## config.mk

```make
export PLATFORM = sky130hd
export DESIGN_NAME = fasrip_seq_ctrl
export DESIGN_NICKNAME = d
export VERILOG_FILES = /design/src/rtl/fasrip_seq_ctrl.sv
export SDC_FILE = /design/constraint.sdc
export NUM_CORES = 1
export LEC_CHECK = 0
export CAP_MARGIN = 25
export CORE_ASPECT_RATIO = 0.7
export CORE_MARGIN = 3
export CORE_UTILIZATION = 35
export DETAILED_ROUTE_END_ITERATION = 8
export MAX_ROUTING_LAYER = met4
export SETUP_SLACK_MARGIN = 0.5
export SLEW_MARGIN = 20
export SYNTH_ARGS = -nofsm -noshare
export SYNTH_HDL_FRONTEND = slang
export SYNTH_SLANG_ARGS = --single-unit
export TNS_END_PERCENT = 1
```

## constraint.sdc

```tcl
create_clock -name clk -period 3.4 [get_ports clk]
set_input_delay 0.85 -clock clk [delete_from_list [all_inputs] [get_ports clk]]
set_output_delay 0.85 -clock clk [all_outputs]
set_load 0.01 [all_outputs]
```

## src/rtl/fasrip_seq_ctrl.sv

```systemverilog
// Nibble-serial wide add/subtract sequencer around one 4-bit fasrip ripple slice.
// Operands are latched on accept, walked LSB nibble first, and the result is held until taken.

module fasrip (
  input  logic [3:0] a,
  input  logic [3:0] b,
  input  logic       cin,
  input  logic       s_op,
  output logic [3:0] s,
  output logic       cout
);
  logic [3:0] w_bx;
  logic [4:0] w_c;

  assign w_bx   = b ^ {4{s_op}};
  assign w_c[0] = cin;

  for (genvar i = 0; i < 4; i++) begin : g_fa
    assign s[i]     = a[i] ^ w_bx[i] ^ w_c[i];
    assign w_c[i+1] = (a[i] & w_bx[i]) | (w_c[i] & (a[i] ^ w_bx[i]));
  end

  assign cout = w_c[4];
endmodule

module fasrip_seq_ctrl #(
  parameter int NIBBLES = 4
) (
  input  logic                 clk,
  input  logic                 rst,
  input  logic                 in_valid,
  output logic                 in_ready,
  input  logic [4*NIBBLES-1:0] in_a,
  input  logic [4*NIBBLES-1:0] in_b,
  input  logic                 in_op,
  output logic                 out_valid,
  input  logic                 out_ready,
  output logic [4*NIBBLES-1:0] out_res,
  output logic                 out_carry,
  output logic                 out_ovf
);
  localparam int         W     = 4 * NIBBLES;
  localparam logic [2:0] KLAST = 3'(NIBBLES - 1);

  typedef enum logic [1:0] {S_IDLE, S_RUN, S_DONE} state_t;

  state_t         r_state;
  state_t         w_next;
  logic [W-1:0]   r_a;
  logic [W-1:0]   r_b;
  logic           r_op;
  logic [2:0]     r_k;
  logic           r_carry;
  logic [W-1:0]   r_res;
  logic           r_ovf;

  logic [3:0]     w_a_nib;
  logic [3:0]     w_b_nib;
  logic           w_cin;
  logic [3:0]     w_s;
  logic           w_cout;
  logic           w_last;

  assign w_a_nib = 4'(r_a >> {r_k, 2'b00});
  assign w_b_nib = 4'(r_b >> {r_k, 2'b00});
  // The first nibble takes op as carry-in so subtraction becomes A + ~B + 1.
  assign w_cin   = (r_k == 3'd0) ? r_op : r_carry;
  assign w_last  = (r_k == KLAST);

  fasrip u_slice (
    .a    (w_a_nib),
    .b    (w_b_nib),
    .cin  (w_cin),
    .s_op (r_op),
    .s    (w_s),
    .cout (w_cout)
  );

  always_comb begin
    w_next = r_state;
    case (r_state)
      S_IDLE:  if (in_valid)  w_next = S_RUN;
      S_RUN:   if (w_last)    w_next = S_DONE;
      S_DONE:  if (out_ready) w_next = S_IDLE;
      default:                w_next = S_IDLE;
    endcase
  end

  always_ff @(posedge clk) begin
    if (rst) begin
      r_state <= S_IDLE;
      r_a     <= '0;
      r_b     <= '0;
      r_op    <= 1'b0;
      r_k     <= 3'd0;
      r_carry <= 1'b0;
      r_res   <= '0;
      r_ovf   <= 1'b0;
    end else begin
      r_state <= w_next;
      case (r_state)
        S_IDLE: begin
          if (in_valid) begin
            r_a  <= in_a;
            r_b  <= in_b;
            r_op <= in_op;
            r_k  <= 3'd0;
          end
        end
        S_RUN: begin
          for (int n = 0; n < NIBBLES; n++) begin
            if (r_k == 3'(n)) r_res[4*n +: 4] <= w_s;
          end
          r_carry <= w_cout;
          r_k     <= r_k + 3'd1;
          // Sign bit of the result is this cycle's slice MSB on the last nibble.
          if (w_last)
            r_ovf <= (r_a[W-1] == (r_b[W-1] ^ r_op)) && (w_s[3] != r_a[W-1]);
        end
        default: ;
      endcase
    end
  end

  assign in_ready  = (r_state == S_IDLE);
  assign out_valid = (r_state == S_DONE);
  assign out_res   = r_res;
  assign out_carry = r_carry;
  assign out_ovf   = r_ovf;
endmodule
```

After elaboration in Yosys (flattened, before gate mapping)
Cells that the tools add are included.
Storage, ports and cells
  register bits: 56
  input port bits: 37
  output and inout bits: 20
  word-level logic and storage cells: 64
Cells by class
  add/subtract/negate cells: 1
  equal/unequal tests: 10
  shift operators: 2
  muxes and demuxes: 7
  bitwise operators: 22
  reductions and logical operators: 11
Operator list (count)
  $shr 16x5->4: 2
  $reduce_and 2->1: 6
  $xor 1x1->1: 9
  $and 1x1->1: 8
  $eq 3x2->1 const B: 2
  $mux 2: 3
  $pmux 2 s3: 1
  $pmux 3 s2: 1
  $ne 2x2->1 const B: 2
  $or 1x1->1: 4
  $xor 4x4->4: 1
  $add 3x1->3 const B: 1
  $eq 3x1->1 const B: 1
  $logic_not 3->1: 1
  $mux 3: 1
  $reduce_and 3->1: 1
  $eq 2x1->1 const B: 1
  $eq 2x2->1 const B: 1
  $logic_not 2->1: 1
  $ne 2x1->1 const B: 1
  $reduce_bool 2->1: 1
  $eq 1x1->1: 1
  $logic_and 1x1->1: 1
  $mux 1: 1
  $ne 1x1->1: 1

Longest topological paths before layout
Gate-level depths: netlist of the first run.
  depth after elaboration: 12
  mapped depth: 16

Modules after synthesis
A second synthesis of the first run with hierarchy kept.
Unflattened totals
  cell total of the unflattened synthesis: 285
  area, all modules: 2596.2 um^2
Modules (own cells, without submodules)
  fasrip_seq_ctrl: instances 1, cells each 269, area an instance 2451.1 um^2
  fasrip: instances 1, cells each 16, area an instance 145.1 um^2

Least setup slack after synthesis of the first run
Ideal clock, no wire load.
  path type: register to register
  start point: register r_k[1]
  end point: register r_ovf (netlist: out_ovf)
  library setup time: 0.086 ns
  arrival time: 2.981 ns
  slack: 0.333 ns
  stages on the path, launching flop included: 17
  clock period less this slack: 3.067 ns
  path through: dfxtp_1 -> buf_4 -> buf_6 -> inv_1 -> ha_1 -> a21boi_0 -> a31oi_1 -> fa_1 -> inv_1 -> fa_1 -> inv_1 -> fa_1 -> inv_1 -> fa_1 -> nor2b_1 -> mux2i_1 -> a211oi_1
On the way
  longest elaborated chain between the ends: 12
Ends and longest elaborated chain
  start, declared: RTL line 52  | logic [2:0] r_k;
  start signal, assigned: RTL line 115  | r_k <= r_k + 3'd1;
  $shr 16x5->4: RTL line 65  | assign w_b_nib = 4'(r_b >> {r_k, 2'b00});
  $xor 4x4->4: RTL line 15  | assign w_bx = b ^ {4{s_op}};
  $xor 1x1->1: RTL line 20  | assign w_c[i+1] = (a[i] & w_bx[i]) | (w_c[i] & (a[i] ^ w_bx[i]));
  $and 1x1->1: RTL line 20
  $or 1x1->1: RTL line 20
  $and 1x1->1: RTL line 20
  $or 1x1->1: RTL line 20
  $and 1x1->1: RTL line 20
  $or 1x1->1: RTL line 20
  $xor 1x1->1 *: RTL line 19  | assign s[i] = a[i] ^ w_bx[i] ^ w_c[i];
  via u_slice.s[3]: RTL line 9  | output logic [3:0] s,
  $ne 1x1->1 *: RTL line 118  | r_ovf <= (r_a[W-1] == (r_b[W-1] ^ r_op)) && (w_s[3] != r_a[W-1]);
  $logic_and 1x1->1 *: RTL line 118
  end signal, assigned: RTL line 118
  end, declared: RTL line 55  | logic r_ovf;
Mark *: on every way through the listed nets, which the timed path passes. The rest lies on a longest branch.
A chain may end at the register's enable or synchronous reset.

Worst setup path in the final report of the first run
Ends and elaborated chain as after synthesis.

==> summary.md, run 1 <==
| Metric | Value |
|---|---|
| Max-cap check violation count | `0` |
| Largest net degree at the start of global routing | `57` |
| Fin cells | `432` |
| Die Area | `0.008492 mm²` |
| Row Count | `25` |
| P_leak | `1.223 nW` |
| Status | `finished, final reports clean` |
| Fin Setup TNS | `0 ns` |
| Tcrit/Tclk final | `86.52%` |
| Antenna violations before repair | `0` |
| IO buf count | `56` |
| Clock sink total | `56` |
| Fin. max-slew vios | `0` |
| GRT overflow | `0` |
| Finished Cell Area | `0.003323 mm²` |
| Commonest cells post-synth | `nand2_1 (68), dfxtp_1 (56), a21oi_1 (34)` |
| Synth warnings | `0` |
| Worst-path clk slew | `0.09 ns` |
| R2R depth | `12` |
| Post-DP Area | `0.003104 mm²` |
| Initial Utilization | `37.17%` |
| GR Util All Layers | `14.25%` |
| Synth unique cells | `31` |
| TritonCTS buffer count | `5` |
| Flops & latches, synth | `56` |
| Count leader, synth | `nand2_1` |
| Synthesized net count | `330` |
| Post-DR vias/cell | `4.690` |
| Post-Syn Instances | `284` |
| Share of cells above drive strength 1 | `13.61%` |
| Final Setup Violations | `0` |
| Final setup skew | `0.005752 ns` |
| Synth area leader | `dfxtp_1` |
| Post-synth ARST share | `0%` |
| Worst hold path type | `flop to flop` |
| Rel. slew slack | `33.15%` |
| Clk_lat worst skew | `0.30 ns` |
| Syn Std Cell Area | `0.002592 mm²` |
| RePlAce Congestion | `0.8188` |
| Hold_buf cts | `0` |
| EDFF count, synth | `0` |
| H-tree lvl count | `2` |
| Fmax | `340.0 MHz` |
| Final HPWL DP | `4034 µm` |
| Final nets | `384` |
| RSZ-0062 raised after global routing | `yes` |
| Total number of vias | `2,026` |
| Area growth syn-to-layout | `28.19%` |
| # DRC | `0` |
| Sequential share of the synthesized area | `43.24%` |
| Synth top area share | `43.24%` |
| I/O pins | `57` |
| Chip width | `108.9 µm` |
| Core Box Area | `0.006975 mm²` |
| Drt first-iter violations | `139` |
| Hold Fails Final Rpt | `0` |
| Post-Syn Area per Cell | `9.128 µm²` |
| CTS tree | `done` |
| Peak supply drop | `0.0001690 V` |
| Root Buffer | `clkbuf_8` |
| Crit path DAT | `3.15 ns` |
| Hold Path Depth | `2` |
| CP max FO | `7` |
| CTS max path bufs | `2` |
| Post-route ant nets | `0` |
| Worst R2R Setup Slack | `0.46 ns` |
| CP Launch Type | `flop` |
| Crit. End Element | `flop` |
| Crit path required time | `3.61 ns` |
| Final WL | `5616 µm` |
| Drt wl/cell | `13.00 µm` |
| First-pass DRT Iterations | `4` |
| Global-route wire length before repair | `9453 µm` |
| Vias in the first global route | `1,954` |
| Worst-Margin Slew | `1.003 ns` |
| # placed instances | `414` |
| N_diodes | `0` |
| Prevailing post-synth register cell | `dfxtp_1` |
| Tmin final | `2.942 ns` |
| Vertical die dimension | `78.01 µm` |
| Critical path class | `flop to flop` |
| Pwr dens | `386.3 mW/mm²` |
| Area contributors post-synth | `dfxtp_1 (43%), nand2_1 (9.8%), mux2i_1 (7.7%)` |
| Design Power | `1.284 mW` |
per-layer routing:
metal	part of all wire (%)	up-vias	GRT usage, %
li1	-	1048	-
met1	53	918	21.34
met2	40	53	19.12
met3	5.9	7	3.325
met4	0.87	0	3.405
met5	0	-	-
cell usage in the layout (no fill, tap or decap), types with 2 or more instances in the layout:
master | synthesis | final
and2b_2 | 2 | 2
xor2_1 | 3 | 3
mux4_2 | 4 | 4
buf_4 | 6 | 13
nand2_1 | 68 | 67
clkdlybuf4s50_1 | 0 | 55
a211oi_1 | 9 | 9
nor2b_1 | 2 | 2
a22oi_1 | 2 | 2
nor2_1 | 23 | 23
clkbuf_8 | 0 | 5
and4bb_1 | 3 | 3
o22ai_1 | 4 | 3
mux2i_1 | 20 | 19
inv_1 | 9 | 6
dfxtp_4 | 0 | 3
fa_2 | 0 | 4
a21oi_1 | 34 | 34
inv_2 | 0 | 2
dfxtp_1 | 56 | 53
ha_1 | 5 | 4
final timing paths:
| check | end | from |
|---|---|---|
| worst min register to register | r_b[3]$_SDFFE_PP0P_ | r_b[3]$_SDFFE_PP0P_ |
| worst max-delay path | out_ovf$_SDFFE_PP0P_ | r_k[1]$_SDFFE_PP0P_ |
| worst min-delay path | r_b[3]$_SDFFE_PP0P_ | r_b[3]$_SDFFE_PP0P_ |
| worst max register to register | out_ovf$_SDFFE_PP0P_ | r_k[1]$_SDFFE_PP0P_ |
through the flow:
stage                     hold WS (ns)  util (%)  setup WS [ns]
final                           0.4589     47.64         0.4584
after global routing            0.4810     47.64         0.3098
after CTS                       0.4604     46.98         0.4821
after detailed placement        0.4477     44.50         0.1575
after global placement          0.4445     44.50         0.2619
after floorplan                 0.4331         -         0.4081
area by class of cell:
type / count / area, µm²
Multi-Input combinational cell: 196 / 1290
Tap cell: 94 / 117.6
Sequential cell: 56 / 1132
Clock inverter: 1 / 5.005
Timing Repair Buffer: 70 / 668.1
Fill cell: 658 / 3652
Clock buffer: 6 / 72.57
Inverter: 9 / 37.54
critical path, stage by stage, from the launching register on:
cell      delay [ns]
dfxtp_4         0.42
mux4_2          0.53
nand2_2         0.10
fa_2            0.20
inv_2           0.04
fa_2            0.33
inv_2           0.06
fa_2            0.17
inv_1           0.05
fa_2            0.54
nor2b_1         0.13
mux2i_1         0.07
a211oi_1        0.23
what timing repair did:
item / CTS / global route
pin swaps: 6 / 3
resized for setup: 13 / 8
buffers inserted: 9 / 1
setup endpoints to repair: 5 / 5
registers in the layout (all words and copies together) (netlist names):
signal and count:
r_op 1, out_res 16, out_carry 1, r_k 3, r_b 16, r_a 16, r_state 2, out_ovf 1
report_power, final:
part	total, mW	switching, mW	internal, mW
clock	0.340	0.199	0.141
sequential	0.710	0.0244	0.686
combinational	0.234	0.108	0.126
total	1.28	0.331	0.953
logic make-up (layout without fill, tap and decap cells):
logic type | count (synthesis) | after routing | synth area share, %
and+or+nand+nor | 106 | 106 | 18.39
DFF | 56 | 56 | 43.24
AOI/OAI and AO/OA | 52 | 52 | 11.53
buffers and inverters | 32 | 86 | 8.446
muxes | 24 | 24 | 11.20
adders and majority gates | 9 | 9 | 5.502
xor gates and xnor gates | 5 | 5 | 1.689
No activity file was read; power rests on OpenSTA's default activity.
==> run 2, diff against run 1 <==
--- a/config.mk
+++ b/config.mk
@@ -7,7 +7,7 @@
 export LEC_CHECK = 0
 export CAP_MARGIN = 25
 export CORE_ASPECT_RATIO = 0.7
-export CORE_MARGIN = 3
+export CORE_MARGIN = 2
 export CORE_UTILIZATION = 35
 export DETAILED_ROUTE_END_ITERATION = 8
 export MAX_ROUTING_LAYER = met4
==> summary.md, run 2 (synthesis results as in run 1) <==
| Metric | Value |
|---|---|
| Die Area | `0.008122 mm² (was 0.008492 mm²)` |
| Post-DP Area | `0.003109 mm² (was 0.003104 mm²)` |
| Drt wl/cell | `12.57 µm (was 13.00 µm)` |
| TritonCTS buffer count | `5 (unchanged)` |
| RePlAce Congestion | `0.7729 (was 0.8188)` |
| Final nets | `379 (was 384)` |
| First-pass DRT Iterations | `4 (unchanged)` |
| Largest net degree at the start of global routing | `57 (unchanged)` |
| RSZ-0062 raised after global routing | `yes (unchanged)` |
| Fmax | `330.5 MHz (was 340.0 MHz)` |
| Fin. max-slew vios | `0 (unchanged)` |
| CP Cell Sequence | `buf_4 > mux4_2 > and2_4 > fa_2 > inv_2 > fa_2 > inv_2 > fa_2 > nor2b_4 > mux2i_1 > a211oi_1 (was mux4_2 > nand2_2 > fa_2 > inv_2 > fa_2 > inv_2 > fa_2 > inv_1 > fa_2 > nor2b_1 > mux2i_1 > a211oi_1)` |
| Slowest stage delay, CP | `0.58 ns (was 0.54 ns)` |
| CTS tree | `done (unchanged)` |
| Most common cell after layout, fill and taps aside | `nand2_1 (unchanged)` |
| Global-route wire length before repair | `8970 µm (was 9453 µm)` |
| CP top delay family | `adder cells (unchanged)` |
| Core Box Area | `0.007222 mm² (was 0.006975 mm²)` |
| Vias in the first global route | `1,887 (was 1,954)` |
| Post-layout util | `47.33% (was 47.64%)` |
| Crit path DAT | `3.25 ns (was 3.15 ns)` |
| Fin Setup TNS | `0 ns (unchanged)` |
| I/O pins | `57 (unchanged)` |
| P_leak | `1.230 nW (was 1.223 nW)` |
| Final setup skew | `0.003877 ns (was 0.005752 ns)` |
| Crit path required time | `3.62 ns (was 3.61 ns)` |
| Crit path buffers/inverters | `3 (unchanged)` |
| Worst-Margin Slew | `0.9843 ns (was 1.003 ns)` |
| Critical path class | `flop to flop (unchanged)` |
| Worst hold path type | `flop to flop (unchanged)` |
| Finished Cell Area | `0.003418 mm² (was 0.003323 mm²)` |
| Worst-path clk slew | `0.10 ns (was 0.09 ns)` |
| Clock sink total | `56 (unchanged)` |
| Crit. End Element | `flop (unchanged)` |
| Critical path's slowest cell | `fa_2 (unchanged)` |
| Antenna violations before repair | `0 (unchanged)` |
| Peak supply drop | `0.0001721 V (was 0.0001690 V)` |
| Status | `finished, final reports clean (unchanged)` |
| Root Buffer | `clkbuf_8 (unchanged)` |
| IO buf count | `56 (unchanged)` |
| Post-route ant nets | `0 (unchanged)` |
| CP max FO | `6 (was 7)` |
| GR Util All Layers | `14.20% (was 14.25%)` |
| Chip width | `106.9 µm (was 108.9 µm)` |
| Most frequent cells in the layout | `nand2_1 (67), clkdlybuf4s50_1 (55), dfxtp_1 (53) (unchanged)` |
| Tcrit/Tclk final | `89.00% (was 86.52%)` |
| Final Setup Violations | `0 (unchanged)` |
| Max-cap check violation count | `0 (unchanged)` |
| Initial Utilization | `35.90% (was 37.17%)` |
| Area growth syn-to-layout | `31.85% (was 28.19%)` |
| Final HPWL DP | `3904 µm (was 4034 µm)` |
| CP Launch Type | `flop (unchanged)` |
| # DRC | `0 (unchanged)` |
| Final WL | `5430 µm (was 5616 µm)` |
| Hold Fails Final Rpt | `0 (unchanged)` |
| Share of cells above drive strength 1 | `15.57% (was 13.61%)` |
| Drt first-iter violations | `62 (was 139)` |
| N_diodes | `0 (unchanged)` |
| Post-DR vias/cell | `4.674 (was 4.690)` |
| H-tree lvl count | `2 (unchanged)` |
| Row Count | `26 (was 25)` |
| Vertical die dimension | `76.01 µm (was 78.01 µm)` |
| Tmin final | `3.026 ns (was 2.942 ns)` |
| Most used cell, CP | `fa_2 (unchanged)` |
| CTS max path bufs | `2 (unchanged)` |
| Total number of vias | `2,019 (was 2,026)` |
| Worst R2R Setup Slack | `0.37 ns (was 0.46 ns)` |
| Clk_lat worst skew | `0.31 ns (was 0.30 ns)` |
| GRT overflow | `0 (unchanged)` |
| Rel. slew slack | `34.38% (was 33.15%)` |
| Design Power | `1.429 mW (was 1.284 mW)` |
| Pwr dens | `417.9 mW/mm² (was 386.3 mW/mm²)` |
-- run 2: changes by cell type in the layout (fill, tap and decap cells not counted), moves of 2 or more --
cell | previous run | this run
buf_4 | 13 | 6
clkbuf_8 | 5 | 7
mux2i_4 | 0 | 4
mux2i_1 | 19 | 16
inv_2 | 2 | 4
dfxtp_2 | 0 | 2
buf_6 | 0 | 2
dfxtp_4 | 3 | 1
-- run 2: path summary, 6_finish.rpt --
path / start / endpoint / cells after the start
min: r_a[4]$_SDFFE_PP0P_ / r_a[4]$_SDFFE_PP0P_ / 2
min reg2reg: r_a[4]$_SDFFE_PP0P_ / r_a[4]$_SDFFE_PP0P_ / 2
max reg2reg: r_k[1]$_SDFFE_PP0P_ / out_ovf$_SDFFE_PP0P_ / 11
max: r_k[1]$_SDFFE_PP0P_ / out_ovf$_SDFFE_PP0P_ / 11
-- run 2: what timing repair did --
action / in CTS / in global routing
hold endpoints to repair: 0 / 0
endpoints found under the setup margin: 5 / 5
resized for setup: 12 / 23
hold buffers: 0 / 0
pin swaps: 4 / 4
setup buffers: 4 / 1
-- run 2: layer usage --
layer | global-route usage (%) | vias to the layer above | part of all wire (%)
met3 | 4.534 | 7 | 5.1
met1 | 20.86 | 920 | 54
met5 | - | - | 0
li1 | - | 1042 | -
met4 | 3.377 | 0 | 1.1
met2 | 18.79 | 50 | 40
-- run 2: metrics by stage --
stage	setup slack (ns)	instances	hold WS, ns
after floorplan	0.4081	284	0.4331
after global placement	0.2525	418	0.4446
after detailed placement	0.1912	418	0.4477
after CTS	0.4800	430	0.4613
after global routing	0.2234	432	0.4760
final	0.3738	432	0.4611
-- run 2: report_power, final --
part / total [mW] / switching (mW) / internal (mW)
combinational: 0.242 / 0.110 / 0.132
sequential: 0.713 / 0.0263 / 0.687
clock: 0.474 / 0.214 / 0.260
total: 1.43 / 0.349 / 1.08
-- run 2: final cells by class --
type | count | area [µm²]
clock inverter | 1 | 30.03
inverter | 9 | 33.78
fill | 727 | 3804
multi-input combinational | 196 | 1370
timing repair buffer | 65 | 638.1
clock buffer | 7 | 96.34
tap | 98 | 122.6
sequential | 56 | 1127
-- run 2: worst register-to-register path, delay by kind of cell, from the launching register on --
kind                       cells  cell delay (ns)
AOI/OAI and AO/OA              1             0.23
buffers and inverters          3             0.24
DFF                            1             0.44
and+or+nand+nor                2             0.32
muxes                          2             0.58
adders and majority gates      3             1.13
==> run 3, diff against run 2 <==
--- a/config.mk
+++ b/config.mk
@@ -7,9 +7,9 @@
 export LEC_CHECK = 0
 export CAP_MARGIN = 25
 export CORE_ASPECT_RATIO = 0.7
-export CORE_MARGIN = 2
 export CORE_UTILIZATION = 35
 export DETAILED_ROUTE_END_ITERATION = 8
+export HOLD_SLACK_MARGIN = 0.06
 export MAX_ROUTING_LAYER = met4
 export SETUP_SLACK_MARGIN = 0.5
 export SLEW_MARGIN = 20
==> constraint.sdc (replaced) <==
create_clock -name clk -period 3.7 [get_ports clk]
set_input_delay 0.925 -clock clk [delete_from_list [all_inputs] [get_ports clk]]
set_output_delay 0.925 -clock clk [all_outputs]
set_load 0.01 [all_outputs]
==> summary.md, run 3 (synthesis results as in run 1) <==
| Metric | Value |
|---|---|
| Status | `finished, final reports clean (unchanged)` |
| Global-route wire length before repair | `8728 µm (was 8970 µm)` |
| Hold Fails Final Rpt | `0 (unchanged)` |
| Chip width | `104.9 µm (was 106.9 µm)` |
| Clk_lat worst skew | `0.31 ns (about the same)` |
| Worst-Margin Slew | `0.9886 ns (was 0.9843 ns)` |
| H-tree lvl count | `2 (unchanged)` |
| RSZ-0062 raised after global routing | `no (was yes)` |
| CTS max path bufs | `2 (unchanged)` |
| Drt wl/cell | `12.92 µm (was 12.57 µm)` |
| Area growth syn-to-layout | `29.01% (was 31.85%)` |
| Share of cells above drive strength 1 | `10.42% (was 15.57%)` |
| Core Box Area | `0.006944 mm² (was 0.007222 mm²)` |
| Row Count | `25 (was 26)` |
| First-pass DRT Iterations | `4 (unchanged)` |
| TritonCTS buffer count | `5 (unchanged)` |
| Most common cell after layout, fill and taps aside | `nand2_1 (unchanged)` |
| Post-route ant nets | `0 (unchanged)` |
| Root Buffer | `clkbuf_8 (unchanged)` |
| Worst R2R Setup Slack | `0.65 ns (was 0.37 ns)` |
| Crit. End Element | `flop (unchanged)` |
| Sequential Area | `0.001129 mm² (was 0.001127 mm²)` |
| Rel. slew slack | `34.10% (was 34.38%)` |
| Final WL | `5557 µm (was 5430 µm)` |
| Vertical die dimension | `74.01 µm (was 76.01 µm)` |
| Worst-path clk slew | `0.10 ns (about the same)` |
| I/O pins | `57 (unchanged)` |
| Crit path required time | `3.85 ns (was 3.62 ns)` |
| Pwr dens | `387.8 mW/mm² (was 417.9 mW/mm²)` |
| N_diodes | `0 (unchanged)` |
| Fin. max-slew vios | `0 (unchanged)` |
| Post-DR vias/cell | `4.644 (was 4.674)` |
| Final nets | `381 (was 379)` |
| Peak supply drop | `0.0001533 V (was 0.0001721 V)` |
| Most frequent cells in the layout | `nand2_1 (67), clkdlybuf4s50_1 (55), dfxtp_1 (54) (was nand2_1 (67), clkdlybuf4s50_1 (55), dfxtp_1 (53))` |
| Multi-input logic area | `0.001280 mm² (was 0.001370 mm²)` |
| Tcrit/Tclk final | `82.34% (was 89.00%)` |
| Fin Setup TNS | `0 ns (unchanged)` |
| Critical path class | `flop to flop (unchanged)` |
| RePlAce Congestion | `0.7333 (was 0.7729)` |
| Largest net degree at the start of global routing | `57 (unchanged)` |
| Antenna violations before repair | `0 (unchanged)` |
| GR Util All Layers | `15.12% (was 14.20%)` |
| Fmax | `328.2 MHz (was 330.5 MHz)` |
| Final Setup Violations | `0 (unchanged)` |
| Final HPWL DP | `3874 µm (was 3904 µm)` |
| Total number of vias | `1,997 (was 2,019)` |
| Max-cap check violation count | `0 (unchanged)` |
| Tmin final | `3.047 ns (was 3.026 ns)` |
| CP max FO | `10 (was 6)` |
| Clock sink total | `56 (unchanged)` |
| Die Area | `0.007761 mm² (was 0.008122 mm²)` |
| Initial Utilization | `37.33% (was 35.90%)` |
| # DRC | `0 (unchanged)` |
| Final setup skew | `0.006424 ns (was 0.003877 ns)` |
| IO buf count | `56 (unchanged)` |
| Hold_buf cts | `0 (unchanged)` |
| Drt first-iter violations | `60 (was 62)` |
| Vias in the first global route | `1,773 (was 1,887)` |
| Worst hold path type | `flop to flop (unchanged)` |
| Worst hold slack | `0.4598 ns (was 0.4611 ns)` |
| FILL cells | `647 (was 727)` |
| Crit path DAT | `3.20 ns (was 3.25 ns)` |
| CTS tree | `done (unchanged)` |
| P_leak | `1.233 nW (was 1.230 nW)` |
| CP Launch Type | `flop (unchanged)` |
| GRT overflow | `0 (unchanged)` |
run 3: cell count changes in the layout (fill, tap and decap cells not counted), sizes merged:
cell,delta
buf,+2
run 3: power by group:
| group | leakage, nW | internal (mW) | switching (mW) |
|---|---|---|---|
| Sequential | 0.459 | 0.631 | 0.0225 |
| Combinational | 0.710 | 0.113 | 0.0980 |
| Clock | 0.0645 | 0.239 | 0.194 |
| Total | 1.23 | 0.982 | 0.314 |
run 3: final cells by class:
cell class / count / area share, %
clock buffer: 7 / 2.881
sequential: 56 / 33.74
tap: 94 / 3.517
multi-input combinational: 196 / 38.27
clock inverter: 1 / 0.8979
inverter: 9 / 1.010
timing repair buffer: 67 / 19.68
run 3: path summary, 6_finish.rpt:
kind,depth (start not counted),startpoint,end
min,2,r_a[12]$_SDFFE_PP0P_,r_a[12]$_SDFFE_PP0P_
max reg2reg,13,r_k[0]$_SDFFE_PP0P_,out_ovf$_SDFFE_PP0P_
max,13,r_k[0]$_SDFFE_PP0P_,out_ovf$_SDFFE_PP0P_
min reg2reg,2,r_a[12]$_SDFFE_PP0P_,r_a[12]$_SDFFE_PP0P_
run 3: repair_timing:
item,CTS,global route
buffers inserted,0,8
resized for setup,5,8
pin swaps,0,2
endpoints found under the setup margin,1,1
endpoints found under the hold margin,0,0
run 3: per-layer routing:
metal | GRT usage (%) | vias to the layer above | part of all wire, %
met5 | - | - | 0
met4 | 6.886 | 0 | 1.6
met3 | 3.856 | 8 | 5.3
met2 | 20.01 | 55 | 39
met1 | 21.36 | 895 | 54
li1 | - | 1039 | -
run 3: critical path, cell delays in order (launching register included):
cell and delay (ns):
dfxtp_4 0.39, or2_1 0.29, o22ai_2 0.20, xnor2_1 0.11, fa_1 0.41, inv_1 0.08
fa_1 0.16, inv_1 0.05, fa_1 0.35, inv_1 0.09, fa_2 0.43, nor2b_1 0.14
mux2i_1 0.12, a211oi_1 0.08
run 3: stage by stage:
stage | setup WS [ns] | cells | total power, mW | utilization (%) | instance area [µm²]
3_3_place_gp | 0.5310 | 413 | 0.8602 | 44.58 | 3095
2_1_floorplan | 0.6331 | 284 | 0.7929 | - | 2592
3_5_place_dp | 0.4336 | 413 | 0.8639 | 44.58 | 3095
4_1_cts | 0.5455 | 421 | 1.293 | 46.61 | 3237
6_report | 0.6533 | 430 | 1.297 | 48.16 | 3344
5_1_grt | 0.4838 | 430 | 1.357 | 48.16 | 3344
